==> src/rtl/rv32i_types.sv <==
// Shared RV32I load/store types for the MEM-stage LSU: width/sign encodings,
// FSM states, and the byte-lane helpers used by the top level.
package rv32i_types;

  typedef enum logic [2:0] {
    F3_B  = 3'b000,
    F3_H  = 3'b001,
    F3_W  = 3'b010,
    F3_BU = 3'b100,
    F3_HU = 3'b101
  } mem_funct3_t;

  typedef enum logic [1:0] {
    IDLE     = 2'd0,
    REQ_WAIT = 2'd1,
    DONE     = 2'd2
  } lsu_state_t;

  // funct3[1:0] encodes access size; the sign bit (funct3[2]) does not affect lanes.
  function automatic logic [3:0] byte_mask(input logic [2:0] funct3, input logic [1:0] a_lo);
    case (funct3[1:0])
      2'b00:   byte_mask = 4'b0001 << a_lo;
      2'b01:   byte_mask = 4'b0011 << a_lo;
      default: byte_mask = 4'b1111;
    endcase
  endfunction

  function automatic logic is_misaligned(input logic [2:0] funct3, input logic [1:0] a_lo);
    case (funct3[1:0])
      2'b00:   is_misaligned = 1'b0;
      2'b01:   is_misaligned = a_lo[0];
      default: is_misaligned = (a_lo != 2'b00);
    endcase
  endfunction

  function automatic logic [1:0] force_align(input logic [2:0] funct3, input logic [1:0] a_lo);
    case (funct3[1:0])
      2'b00:   force_align = a_lo;
      2'b01:   force_align = {a_lo[1], 1'b0};
      default: force_align = 2'b00;
    endcase
  endfunction

endpackage

==> src/rtl/mem_lsu_if.sv <==
// Data-memory request/response bus between the LSU (master) and memory (slave).
interface mem_lsu_if #(
  parameter int XLEN = 32
);
  logic [XLEN-1:0] dmem_addr;
  logic [3:0]      dmem_rmask;
  logic [3:0]      dmem_wmask;
  logic [31:0]     dmem_wdata;
  logic [31:0]     dmem_rdata;
  logic            dmem_resp;

  modport master (
    output dmem_addr, dmem_rmask, dmem_wmask, dmem_wdata,
    input  dmem_rdata, dmem_resp
  );

  modport slave (
    input  dmem_addr, dmem_rmask, dmem_wmask, dmem_wdata,
    output dmem_rdata, dmem_resp
  );
endinterface

==> src/rtl/load_align.sv <==
// Combinational load extractor: moves the addressed byte/half to bit 0 and
// sign- or zero-extends it according to funct3.
module load_align
  import rv32i_types::*;
#(
  parameter int XLEN = 32
) (
  input  logic [31:0]     rdata,
  input  logic [2:0]      funct3,
  input  logic [1:0]      a_lo,
  output logic [XLEN-1:0] data
);

  logic [31:0] shifted;

  assign shifted = rdata >> {a_lo, 3'b000};

  // NOTE: every path of an always_comb must assign its outputs; the default
  // first line guarantees that, so no latch is inferred for unlisted funct3.
  always_comb begin
    data = '0;
    case (funct3)
      F3_B: begin
        data       = {XLEN{shifted[7]}};
        data[7:0]  = shifted[7:0];
      end
      F3_H: begin
        data       = {XLEN{shifted[15]}};
        data[15:0] = shifted[15:0];
      end
      F3_BU:   data[7:0]  = shifted[7:0];
      F3_HU:   data[15:0] = shifted[15:0];
      default: data[31:0] = shifted;
    endcase
  end

endmodule

==> src/rtl/mem_lsu.sv <==
// MEM-stage load/store unit: issues dmem requests, waits for the response,
// forwards rd to EX and hands results to WB. Optional LSU_MISALIGN_TRAP_EN adds misalign_trap.
module mem_lsu
  import rv32i_types::*;
#(
  parameter int XLEN = 32
) (
  input  logic            clk,
  input  logic            rst,
  input  logic            in_valid,
  input  logic            in_is_load,
  input  logic            in_is_store,
  input  logic [2:0]      in_funct3,
  input  logic [XLEN-1:0] in_addr,
  input  logic [XLEN-1:0] in_alu_result,
  input  logic [XLEN-1:0] in_store_data,
  input  logic [4:0]      in_rd_addr,
  output logic            in_ready,
  mem_lsu_if.master       dmem,
  output logic [4:0]      rd_addr_mem,
  output logic [XLEN-1:0] rd_data_mem,
  output logic            load_pending,
  input  logic            wb_stall,
  output logic            wb_valid,
  output logic [4:0]      wb_rd_addr,
  output logic [XLEN-1:0] wb_rd_data
`ifdef LSU_MISALIGN_TRAP_EN
  ,
  output logic            misalign_trap
`endif
);

  lsu_state_t      state;
  logic            is_load_q;
  logic [2:0]      funct3_q;
  logic [1:0]      a_lo_q;
  logic [4:0]      rd_q;
  logic [XLEN-1:0] result_q;

  logic            is_store;
  logic            is_mem;
  logic            misalign;
  logic            issue;
  logic [1:0]      a_lo;
  logic [3:0]      mask;
  logic [XLEN-1:0] load_data;

  assign is_store = in_is_store & ~in_is_load;
  assign is_mem   = in_is_load | in_is_store;

`ifdef LSU_MISALIGN_TRAP_EN
  assign a_lo     = in_addr[1:0];
  assign misalign = is_mem & is_misaligned(in_funct3, in_addr[1:0]);
`else
  // Without the trap, misaligned halves/words silently drop their low bits.
  assign a_lo     = force_align(in_funct3, in_addr[1:0]);
  assign misalign = 1'b0;
`endif

  // Request is driven combinationally in the accept cycle so memory sees it one cycle earlier.
  assign issue = (state == IDLE) & in_valid & is_mem & ~misalign;
  assign mask  = byte_mask(in_funct3, a_lo);

  assign dmem.dmem_addr  = issue ? {in_addr[XLEN-1:2], 2'b00} : '0;
  assign dmem.dmem_rmask = (issue & in_is_load) ? mask : 4'b0000;
  assign dmem.dmem_wmask = (issue & is_store) ? mask : 4'b0000;
  assign dmem.dmem_wdata = (issue & is_store) ? (in_store_data[31:0] << {a_lo, 3'b000}) : 32'h0;

  load_align #(.XLEN(XLEN)) u_load_align (
    .rdata  (dmem.dmem_rdata),
    .funct3 (funct3_q),
    .a_lo   (a_lo_q),
    .data   (load_data)
  );

  // NOTE: state is updated with non-blocking assignments so every flop samples
  // pre-edge values, independent of statement order within the block.
  always_ff @(posedge clk or posedge rst) begin
    if (rst) begin
      state     <= IDLE;
      is_load_q <= 1'b0;
      funct3_q  <= 3'b000;
      a_lo_q    <= 2'b00;
      rd_q      <= 5'd0;
      result_q  <= '0;
    end else begin
      case (state)
        IDLE: begin
          if (in_valid) begin
            is_load_q <= in_is_load & ~misalign;
            funct3_q  <= in_funct3;
            a_lo_q    <= a_lo;
            rd_q      <= (is_store | misalign) ? 5'd0 : in_rd_addr;
            result_q  <= (in_is_load | misalign) ? '0 : in_alu_result;
            state     <= issue ? REQ_WAIT : DONE;
          end
        end
        REQ_WAIT: begin
          if (dmem.dmem_resp) begin
            if (is_load_q) result_q <= load_data;
            state <= DONE;
          end
        end
        DONE: begin
          if (!wb_stall) state <= IDLE;
        end
        default: state <= IDLE;
      endcase
    end
  end

`ifdef LSU_MISALIGN_TRAP_EN
  always_ff @(posedge clk or posedge rst) begin
    if (rst)                                 misalign_trap <= 1'b0;
    else if (state == IDLE && in_valid)      misalign_trap <= misalign;
    else if (state == DONE && !wb_stall)     misalign_trap <= 1'b0;
  end
`endif

  assign in_ready     = (state == IDLE);
  assign rd_addr_mem  = (state != IDLE) ? rd_q : 5'd0;
  assign rd_data_mem  = (state != IDLE) ? result_q : '0;
  assign load_pending = (state == REQ_WAIT) & is_load_q;
  assign wb_valid     = (state == DONE);
  assign wb_rd_addr   = wb_valid ? rd_q : 5'd0;
  assign wb_rd_data   = wb_valid ? result_q : '0;

endmodule

==> src/flat_wrapper.sv <==
// flat-port wrapper written by rule: the top's interface ports become plain ports
module mem_lsu_flat import rv32i_types::*;
#(
  parameter int XLEN = 32
)
  (clk, rst, in_valid, in_is_load, in_is_store, in_funct3, in_addr, in_alu_result, in_store_data, in_rd_addr, in_ready, rd_addr_mem, rd_data_mem, load_pending, wb_stall, wb_valid, wb_rd_addr, wb_rd_data, dmem_dmem_addr, dmem_dmem_rmask, dmem_dmem_wmask, dmem_dmem_wdata, dmem_dmem_rdata, dmem_dmem_resp);
  mem_lsu_if #(.XLEN(XLEN)) dmem_i ();
  input  logic clk;
  input  logic rst;
  input  logic in_valid;
  input  logic in_is_load;
  input  logic in_is_store;
  input  logic [2:0] in_funct3;
  input  logic [XLEN-1:0] in_addr;
  input  logic [XLEN-1:0] in_alu_result;
  input  logic [XLEN-1:0] in_store_data;
  input  logic [4:0] in_rd_addr;
  output logic in_ready;
  output logic [4:0] rd_addr_mem;
  output logic [XLEN-1:0] rd_data_mem;
  output logic load_pending;
  input  logic wb_stall;
  output logic wb_valid;
  output logic [4:0] wb_rd_addr;
  output logic [XLEN-1:0] wb_rd_data;
  output wire logic [$bits(dmem_i.dmem_addr)-1:0] dmem_dmem_addr;
  output wire logic [$bits(dmem_i.dmem_rmask)-1:0] dmem_dmem_rmask;
  output wire logic [$bits(dmem_i.dmem_wmask)-1:0] dmem_dmem_wmask;
  output wire logic [$bits(dmem_i.dmem_wdata)-1:0] dmem_dmem_wdata;
  input wire logic [$bits(dmem_i.dmem_rdata)-1:0] dmem_dmem_rdata;
  input wire logic [$bits(dmem_i.dmem_resp)-1:0] dmem_dmem_resp;
  assign dmem_dmem_addr = dmem_i.dmem_addr;
  assign dmem_dmem_rmask = dmem_i.dmem_rmask;
  assign dmem_dmem_wmask = dmem_i.dmem_wmask;
  assign dmem_dmem_wdata = dmem_i.dmem_wdata;
  assign dmem_i.dmem_rdata = dmem_dmem_rdata;
  assign dmem_i.dmem_resp = dmem_dmem_resp;
  mem_lsu #(.XLEN(XLEN)) u_core (.clk(clk), .rst(rst), .in_valid(in_valid), .in_is_load(in_is_load), .in_is_store(in_is_store), .in_funct3(in_funct3), .in_addr(in_addr), .in_alu_result(in_alu_result), .in_store_data(in_store_data), .in_rd_addr(in_rd_addr), .in_ready(in_ready), .dmem(dmem_i), .rd_addr_mem(rd_addr_mem), .rd_data_mem(rd_data_mem), .load_pending(load_pending), .wb_stall(wb_stall), .wb_valid(wb_valid), .wb_rd_addr(wb_rd_addr), .wb_rd_data(wb_rd_data));
endmodule
==> config.mk <==
export PLATFORM = sky130hd
export DESIGN_NAME = mem_lsu_flat
export DESIGN_NICKNAME = d
export VERILOG_FILES = /design/src/rtl/rv32i_types.sv /design/src/rtl/mem_lsu_if.sv /design/src/rtl/load_align.sv /design/src/rtl/mem_lsu.sv /design/src/flat_wrapper.sv
export SDC_FILE = /design/constraint.sdc
export NUM_CORES = 1
export LEC_CHECK = 0
export CORE_MARGIN = 2
export CORE_UTILIZATION = 33
export DETAILED_ROUTE_END_ITERATION = 8
export PLACE_DENSITY = 0.83
export SETUP_SLACK_MARGIN = 0.1
export SYNTH_ARGS = -nofsm -noshare
export SYNTH_HDL_FRONTEND = slang
export SYNTH_SLANG_ARGS = --single-unit
export TNS_END_PERCENT = 1
==> constraint.sdc <==
create_clock -name clk -period 1.47 [get_ports clk]
set_input_delay 0.2205 -clock clk [delete_from_list [all_inputs] [get_ports clk]]
set_output_delay 0.2205 -clock clk [all_outputs]
set_load 0.1 [all_outputs]
==> results of run 1 <==
logic make-up (layout without fill, tap and decap cells):
kind of cell	count (synthesis)	in the layout	share of synthesized area
and+or+nand+nor	261	261	0.324
muxes	49	49	0.140
AOI/OAI and AO/OA	128	128	0.208
DFF	45	45	0.261
buffers and inverters	53	402	0.0661
other	1	2	0.000869
power groups by stage:
stage	Combinational, mW	Clock [mW]	Sequential, mW
CTS	21.2	1.33	2.40
floorplan	13.1	0	2.21
finish	21.5	1.32	2.45
detailed placement	20.7	0	2.38
global route	22.1	1.39	2.52
global placement	20.4	0	2.33
worst min-delay path by stage:
stage	start	cells past startpoint	slack (ns)	end
after global placement	u_core.is_load_q	2	0.50	u_core.is_load_q
after global routing	rst	3	0.32	u_core.result_q[5]
after detailed placement	u_core.is_load_q	2	0.51	u_core.is_load_q
final	rst	3	0.29	u_core.result_q[5]
after CTS	rst	3	0.30	u_core.result_q[4]
after floorplan	in_funct3[0]	2	0.33	u_core.funct3_q[0]
worst register-to-register path: cells and delay by family, from the launching register on:
kind | cells | cell delay [ns]
and+or+nand+nor | 3 | 0.67
AOI/OAI and AO/OA | 1 | 0.19
DFF | 1 | 0.42
buffers and inverters | 2 | 0.39
repair_timing:
| item | in CTS | in global routing |
|---|---|---|
| cloned | 1 | 0 |
| endpoints found under the setup margin | 192 | 192 |
| setup buffers | 6 | 0 |
| pin swaps | 12 | 9 |
| resized for setup | 70 | 42 |
flip-flops by register name, indices dropped and copies added (netlist names):
signal and cells:
u_core.result_q 32, u_core.rd_q 5, u_core.funct3_q 3, u_core.a_lo_q 2, u_core.state 2, u_core.is_load_q 1
Yosys cell counts, types with 2 or more instances:
master / instances / area (sq um)
and2_1: 54 / 338
nand2_1: 53 / 199
a21oi_1: 50 / 250
nor2_1: 50 / 188
dfrtp_1: 45 / 1130
nor2b_1: 42 / 263
and3_1: 39 / 244
mux2i_1: 32 / 320
clkbuf_1: 24 / 90.1
a211o_1: 16 / 140
o21ai_0: 13 / 65.1
a21oi_2: 11 / 96.3
buf_2: 11 / 55.1
a22oi_1: 9 / 67.6
buf_4: 8 / 60.1
mux2_2: 8 / 90.1
mux4_2: 8 / 180
o21ai_1: 8 / 40.0
a221oi_2: 7 / 105
o2bb2ai_1: 7 / 61.3
buf_6: 4 / 45.0
nand2b_1: 4 / 25.0
nand3_1: 3 / 15.0
nor3_1: 3 / 15.0
buf_1: 2 / 7.51
inv_1: 2 / 7.51
nor2_2: 2 / 12.5
nor3_2: 2 / 20.0
placed cells by master (no fill, tap or decap), types with 2 or more instances in the layout:
master	n
nor2_1	35
dfrtp_2	3
a22oi_1	4
and3_4	27
nor2b_2	30
nor2_4	2
nor3b_4	2
a221oi_2	7
o21ai_0	8
and3_1	12
nor2_2	15
dlygate4sd2_1	2
a21oi_2	18
o21ai_2	2
nor2b_4	3
buf_4	81
buf_12	160
conb_1	2
o2bb2ai_1	7
o21ai_1	11
a21oi_1	42
nand2b_1	4
nor2b_1	9
nand3_1	2
and2_1	10
a211o_1	16
and2_4	44
dfrtp_1	42
mux2_2	8
nor3_4	3
clkdlybuf4s50_1	137
buf_6	8
mux2i_1	31
a22oi_2	5
mux4_2	8
clkbuf_16	5
nand2_1	52
per-stage QoR:
| step | hold WS [ns] | total power, mW | area [sq um] | setup TNS, ns |
|---|---|---|---|---|
| floorplan | 0.326 | 15.3 | 4520 | -92.30 |
| global placement | 0.500 | 22.8 | 9690 | -59.39 |
| detailed placement | 0.510 | 23.1 | 9690 | -65.63 |
| CTS | 0.305 | 24.9 | 10100 | -66.25 |
| global route | 0.316 | 26.0 | 10300 | -76.46 |
| finish | 0.294 | 25.2 | 10300 | -65.10 |
layout make-up:
| cell class | instances | area [sq um] | share of cell area |
|---|---|---|---|
| Timing Repair Buffer | 392 | 5340 | 0.519 |
| Sequential cell | 45 | 1130 | 0.110 |
| Multi-Input combinational cell | 440 | 3440 | 0.333 |
| Inverter | 2 | 7.51 | 0.000728 |
| Clock inverter | 1 | 30.0 | 0.00291 |
| Clock buffer | 7 | 143 | 0.0138 |
| Tap cell | 172 | 215 | 0.0209 |
routing by layer:
layer / wire length [um] / up-vias
met2: 11700 / 274
met4: 770 / 0
li1: - / 2589
met3: 1570 / 48
met5: 0 / -
met1: 8090 / 2769
==> impl_metrics.py, run 1 <==
metrics = {
    "synth": {
        "netlist_area_sq_um": 4320,
        "async_reset_ff_frac": 1.00,
        "ys_types": 48,
        "synth-seq-cells": 45,
        "ys_seq_area_frac": 0.261,
        "syn_area_per_cell_sq_um": 8.04,
        "synth_edf_count": 0,
        "ys.flop_type": "dfrtp_1",
        "syn-instance-count": 537,
        "yosysWarnings": 0,
    },
    "pwr": {
        "switching_power_mw": 14.5,
        "ir_drop_v": 0.00102,
        "p_sw_frac": 0.573,
        "comb_power_share": 0.850,
        "p_leak_nw": 4.26,
        "p_per_area_nw_per_um2": 2450,
        "internal_power_mw": 10.8,
        "seqPwrFrac": 0.097,
        "clockPowerShare": 0.052,
    },
    "cts": {
        "cts_tree": "yes",
        "cts_hold_buf": 0,
        "clockBufferDepth": 2,
        "clock_latency_ns": 0.28,
        "htree_num_levels": 2,
        "clockRootBuffer": "clkbuf_16",
        "clock-sinks": 45,
        "clk_pin_slew_worst_paths_ns": 0.06,
        "cts_inserted_buffers": 5,
    },
    "finish": {
        "final_core_utilization": 0.813,
        "diodes": 0,
        "fin_nets": 1029,
        "drive_above_1_share": 0.505,
        "n_fill_cell": 735,
        "final_cells": 1059,
        "syn_to_final_growth_pct": 139,
    },
    "global_routing": {
        "grtUsageTotal": 0.306,
        "grt_start_max_net_pins": 46,
        "grt_overflow": 0,
        "grtUsageMet3": 0.0825,
        "grt_pass1_wl_um": 33800,
        "busiest_layer": "met2",
        "gr-usage-met1": 0.321,
        "grt_pass1_vias": 6136,
        "antenna_found_initial": 0,
        "use_met2": 0.581,
    },
    "die": {
        "die-width_um": 118,
        "core-area_sq_um": 12700,
        "rows": 41,
        "die_h_um": 118,
        "start_util": 0.341,
        "io_pins": 292,
        "die_area_sq_um": 14000,
    },
    "routing": {
        "wl_per_cell_um": 20.9,
        "routed_wl_um": 22200,
        "avgViaCountPerCell": 5.36,
        "drt_pass1_iterations": 5,
        "drc": 0,
        "vias": 5680,
        "postRouteAntennaNets": 0,
        "drtIter0Drc": 293,
    },
    "worst_setup_path": {
        "slowest_stage": "dfrtp_2",
        "r2r-end": "u_core.result_q[8]",
        "cpLargestDelayFamily": "simple AND/OR/NAND/NOR gates",
        "critPathLaunchType": "flip-flop",
        "r2r-start": "u_core.state[1]",
        "crit_path_max_incr_delay_ns": 0.42,
        "crit_end": "dmem_dmem_wdata[10]",
        "cp-startpoint": "u_core.state[1]",
        "crit_cells": 6,
        "path_class": "reg2out",
        "ff2ff_setup_slack_ns": -0.30,
        "crit_path_end_kind": "output pin",
        "reg2regPathDepth": 6,
        "path_cells": "nor3b_4, and3_1, nand2_1, buf_12, a21oi_2, buf_12",
        "crit_top_cell": "buf_12",
        "worstPathRequired_ns": 1.25,
        "arrival_ns": 1.85,
        "cp_max_fo": 9,
        "worst-path-buf-inv": 2,
    },
    "flow_run": {
        "drv_cap": 0,
    },
    "place": {
        "dp_worst_setup_slack_ns": -0.867,
        "place_congestion": 0.882,
        "hpwl_um": 17100,
        "dp_cells": 1044,
        "portBuffers": 289,
    },
    "run_status": {
        "violations": "setup timing",
        "outcome": "complete, but fails checks",
    },
    "sta": {
        "timing.fmax_mhz": 484,
        "hold_viol_final": 0,
        "setup_violations": 180,
        "rsz0062_at_grt": "true",
        "final_max_slew_viol_count": 0,
        "worst_slack_ns": -0.597,
        "fin_crit_sh": 1.41,
        "fin_crit_ns": 2.07,
        "finClkSkew_ns": 0.00557,
    },
    "min_path": {
        "hold_path_class": "in2async",
    },
}
(Power assumes the default switching activity.)
==> run 2, diff against run 1 <==
- CORE_AREA: not set -> 2 2 115 117
- CORE_MARGIN: 2 -> not set
- CORE_UTILIZATION: 33 -> not set
- DIE_AREA: not set -> 0 0 117 119
- clock period: 1.47 -> 2.2 ns (I/O delays scaled with it)
==> impl_metrics.py, run 2 (synthesized netlist as in run 1, its figures left out) <==
metrics = {
    "die": {
        "die-width_um": 117,
        "rows": 42,
        "start_util": 0.335,
        "io_pins": 292,
        "die_area_sq_um": 13900,
        "core-area_sq_um": 12900,
        "die_h_um": 119,
    },
    "finish": {
        "syn_to_final_growth_pct": 124,
        "diodes": 0,
        "largest-register": "u_core.result_q",
        "largest_register_ffs": 32,
        "final_cells": 1020,
        "n_fill_cell": 811,
        "mostFrequentLayoutCells": "buf_12 (146), clkdlybuf4s50_1 (137), nand2_1 (52), buf_4 (49), dfrtp_1 (43)",
        "fin_nets": 986,
        "final_common_cell": "buf_12",
        "top_regs": "u_core.result_q: 32 flops, u_core.rd_q: 5 flops, u_core.funct3_q: 3 flops",
        "drive_above_1_share": 0.415,
    },
    "flow_run": {
        "drv_cap": 0,
    },
    "sta": {
        "worst_pin_slew_ns": 0.627,
        "hold_viol_final": 0,
        "finClkSkew_ns": 0.00886,
        "setup_violations": 0,
        "hold-worst-slack_ns": 0.386,
        "fin_crit_ns": 2.19,
        "slew_headroom": 0.579,
        "rsz0062_at_grt": "true",
        "timing.fmax_mhz": 457,
        "final_max_slew_viol_count": 0,
        "fin_crit_sh": 0.994,
    },
    "global_routing": {
        "grt_pass1_wl_um": 30500,
        "grt_overflow": 0,
        "antenna_found_initial": 0,
        "grtUsageTotal": 0.280,
        "grt_start_max_net_pins": 36,
        "grt_pass1_vias": 5673,
    },
    "min_path": {
        "hold_path_class": "in2reg",
    },
    "run_status": {
        "outcome": "finished clean",
    },
    "routing": {
        "wl_per_cell_um": 19.9,
        "drt_pass1_iterations": 5,
        "avgViaCountPerCell": 5.25,
        "routed_wl_um": 20300,
        "drc": 0,
        "drtIter0Drc": 393,
        "postRouteAntennaNets": 0,
        "vias": 5350,
    },
    "cts": {
        "cts_hold_buf": 0,
        "clock-sinks": 45,
        "clockRootBuffer": "clkbuf_16",
        "clockBufferDepth": 2,
        "htree_num_levels": 2,
        "cts_inserted_buffers": 5,
        "clk_pin_slew_worst_paths_ns": 0.06,
        "cts_tree": "yes",
        "clock_latency_ns": 0.28,
    },
    "worst_setup_path": {
        "path_class": "reg2out",
        "arrival_ns": 1.86,
        "cp_max_fo": 6,
        "critPathLaunchType": "flip-flop",
        "worstPathRequired_ns": 1.87,
        "crit_path_end_kind": "output pin",
    },
    "pwr": {
        "ir_drop_v": 0.000789,
        "p_per_area_nw_per_um2": 1620,
        "p_leak_nw": 3.99,
    },
    "place": {
        "hpwl_um": 15800,
        "place_congestion": 0.890,
        "dp_cells": 1004,
        "portBuffers": 289,
    },
}
run 2: cell type report:
cell class                      instances  area (sq um)  area share
Clock buffer                            7           153      0.0158
Clock inverter                          1          5.00    0.000517
Inverter                                2          7.51    0.000775
Multi-Input combinational cell        440          3310       0.342
Sequential cell                        45          1130       0.117
Tap cell                              176           220      0.0227
Timing Repair Buffer                  349          4860       0.502
run 2: power breakdown:
part	total, mW	internal, mW	switching (mW)
logic	13.3	4.65	8.63
clock network	0.788	0.481	0.307
registers	1.62	1.25	0.372
total	15.7	6.38	9.31
run 2: layer usage:
layer | vias up | track usage | routed length [um]
li1 | 2495 | - | -
met1 | 2556 | 0.310 | 7290
met2 | 242 | 0.507 | 10700
met3 | 57 | 0.0748 | 1510
met4 | 0 | 0.100 | 747
met5 | - | 0 | 0
run 2: path summary, 6_finish.rpt:
kind | start | endpoint | slack (ns) | depth (start not counted)
max | u_core.state[0] | dmem_dmem_wdata[5] | 0.01 | 7
min reg2reg | u_core.is_load_q | u_core.is_load_q | 0.53 | 2
min in group asynchronous | rst | u_core.rd_q[2] | 0.40 | 2
max reg2reg | u_core.a_lo_q[1] | u_core.result_q[12] | 0.33 | 5
max in group asynchronous | rst | u_core.funct3_q[0] | 1.29 | 3
min | in_funct3[0] | u_core.funct3_q[0] | 0.39 | 4
run 2: timing repair:
| action | 4_1_cts | 5_1_grt |
|---|---|---|
| setup endpoints to repair | 69 | 73 |
| pin swaps | 12 | 10 |
| gates cloned | 2 | 0 |
| gates resized for setup | 53 | 24 |
| setup buffers | 6 | 0 |
run 2: through the flow:
step / utilization / setup slack [ns] / area [sq um] / total power [mW] / TNS (ns)
2_1_floorplan: - / -0.425 / 4520 / 10.2 / -9.59
3_3_place_gp: 0.714 / -0.233 / 9200 / 14.6 / -6.87
3_5_place_dp: 0.714 / -0.348 / 9200 / 14.8 / -11.43
4_1_cts: 0.746 / 0.0132 / 9610 / 15.7 / 0
5_1_grt: 0.752 / -0.0557 / 9680 / 16.2 / -0.409
6_report: 0.752 / 0.0135 / 9680 / 15.7 / 0
run 2: critical path, cell delays in order (launching register included):
cell and delay [ns]:
dfrtp_2 0.42, nor3b_4 0.26, buf_6 0.16, nand3_4 0.08
nor3_4 0.18, buf_6 0.16, and2_4 0.15, buf_12 0.17
==> run 3, diff against run 2 <==
- REMOVE_ABC_BUFFERS: not set -> 1
==> impl_metrics.py, run 3 (synthesized netlist as in run 1, its figures left out) <==
metrics = {
    "global_routing": {
        "grt_start_max_net_pins": 49,
        "grt_pass1_vias": 5968,
        "grtUsageTotal": 0.313,
        "grt_overflow": 0,
        "antenna_found_initial": 0,
        "grt_pass1_wl_um": 33300,
    },
    "worst_setup_path": {
        "crit_top_cell": "buf_6",
        "path_cells": "buf_2, nor3b_4, buf_6, buf_6, buf_16, mux2_2, a22oi_2, nor2_2, buf_12",
        "path_class": "in2out",
        "crit_path_end_kind": "output pin",
        "critPathLaunchType": "primary input",
        "worstPathRequired_ns": 1.87,
        "arrival_ns": 1.89,
        "cp_max_fo": 5,
        "crit_path_max_incr_delay_ns": 0.35,
        "slowest_stage": "mux2_2",
    },
    "routing": {
        "wl_per_cell_um": 21.8,
        "drtIter0Drc": 533,
        "avgViaCountPerCell": 5.53,
        "drt_pass1_iterations": 8,
        "drc": 0,
        "postRouteAntennaNets": 0,
        "vias": 5630,
        "routed_wl_um": 22200,
    },
    "finish": {
        "final_cells": 1019,
        "final_core_utilization": 0.752,
        "largest-register": "u_core.result_q",
        "design_area_sq_um": 9680,
        "final_common_cell": "buf_12",
        "mostFrequentLayoutCells": "buf_12 (152), clkdlybuf4s50_1 (137), nand2_1 (48), dfrtp_1 (45), a21oi_1 (42)",
        "drive_above_1_share": 0.378,
        "fin_nets": 985,
        "largest_register_ffs": 32,
        "top_regs": "u_core.result_q: 32 flops, u_core.rd_q: 5 flops, u_core.funct3_q: 3 flops",
        "diodes": 0,
        "syn_to_final_growth_pct": 124,
    },
    "sta": {
        "slew_headroom": 0.616,
        "timing.fmax_mhz": 451,
        "finClkSkew_ns": 0.00414,
        "hold_viol_final": 0,
        "worst_pin_slew_ns": 0.576,
        "fin_crit_sh": 1.01,
        "setup_violations": 6,
        "fin_crit_ns": 2.22,
        "final_max_slew_viol_count": 0,
        "tns_ns": -0.0330,
        "rsz0062_at_grt": "true",
        "worst_slack_ns": -0.0175,
    },
    "place": {
        "portBuffers": 289,
        "hpwl_um": 16400,
        "place_congestion": 0.995,
        "dp_cells": 1002,
        "dpl-instance-area_sq_um": 9090,
    },
    "die": {
        "rows": 42,
        "io_pins": 292,
        "core-area_sq_um": 12900,
        "start_util": 0.335,
        "die_area_sq_um": 13900,
        "die-width_um": 117,
        "die_h_um": 119,
    },
    "pwr": {
        "p_leak_nw": 4.00,
        "ir_drop_v": 0.000866,
        "p_per_area_nw_per_um2": 1640,
        "power_mw": 15.9,
    },
    "cts": {
        "clk_pin_slew_worst_paths_ns": 0.06,
        "clockRootBuffer": "clkbuf_16",
        "htree_num_levels": 2,
        "cts_inserted_buffers": 5,
        "clock-sinks": 45,
        "clockBufferDepth": 2,
        "cts_tree": "yes",
        "clock_latency_ns": 0.29,
        "cts_hold_buf": 0,
    },
    "flow_run": {
        "drv_cap": 0,
    },
    "run_status": {
        "outcome": "complete, but fails checks",
        "violations": "setup timing",
    },
    "min_path": {
        "hold_path_class": "in2async",
    },
}
==> run 3: changes by cell type in the layout (fill, tap and decap cells not counted), moves of 4 or more <==
cell / before / now
buf_4: 49 / 41
a21oi_2: 11 / 15
nand2_2: 0 / 4
nor2b_1: 10 / 39
a21oi_4: 8 / 4
nor2_4: 7 / 3
nor2_1: 36 / 40
buf_12: 146 / 152
nand2_1: 52 / 48
nor2b_2: 31 / 2
==> run 3: area by class of cell <==
cell class	instances	area (sq um)
timing repair buffer	348	4960
inverter	2	7.51
tap	176	220
clock buffer	6	139
sequential	45	1130
multi-input combinational	440	3190
fill	788	3190
clock inverter	2	37.5
==> run 3: power breakdown <==
| part | switching (mW) | total [mW] | internal, mW | leakage (nW) |
|---|---|---|---|---|
| Combinational | 8.66 | 13.4 | 4.69 | 3.39 |
| Clock | 0.315 | 0.882 | 0.567 | 0.0831 |
| Sequential | 0.391 | 1.64 | 1.25 | 0.530 |
==> run 3: path summary, 6_finish.rpt <==
path,start,end,slack (ns),cells past startpoint
max reg2reg,u_core.state[0],u_core.result_q[29],0.34,6
max,in_funct3[0],dmem_dmem_wdata[20],-0.02,9
min,rst,u_core.rd_q[0],0.39,2
min reg2reg,u_core.is_load_q,u_core.is_load_q,0.53,2
min in group clk,in_funct3[0],u_core.funct3_q[0],0.45,4
max in group asynchronous,rst,u_core.result_q[17],1.29,3
==> run 3: what timing repair did <==
action,in CTS,in global routing
gates resized for setup,84,15
buffers inserted,4,1
gates cloned,4,0
pin swaps,19,11
endpoints found under the setup margin,70,68
==> run 3: through the flow <==
stage / hold slack, ns / worst slack, ns
after detailed placement: 0.514 / -0.336
final: 0.394 / -0.0175
after CTS: 0.399 / -0.00477
after global placement: 0.507 / -0.304
after floorplan: 0.435 / -2.40
after global routing: 0.419 / -0.0404
==> run 3: layer usage <==
metal / vias up / wire length, um / track usage
met3: 75 / 1970 / 0.0855
met2: 364 / 11500 / 0.568
met5: - / 0 / 0
li1: 2485 / - / -
met1: 2706 / 7480 / 0.324
met4: 0 / 1200 / 0.156
==> run 3: critical path: cells and delay by family <==
| family | cells | cell delay [ns] |
|---|---|---|
| multiplexers | 1 | 0.35 |
| AND/OR/NAND/NOR | 2 | 0.32 |
| AO/OA/AOI/OAI | 1 | 0.19 |
| buffers and inverters | 5 | 0.70 |
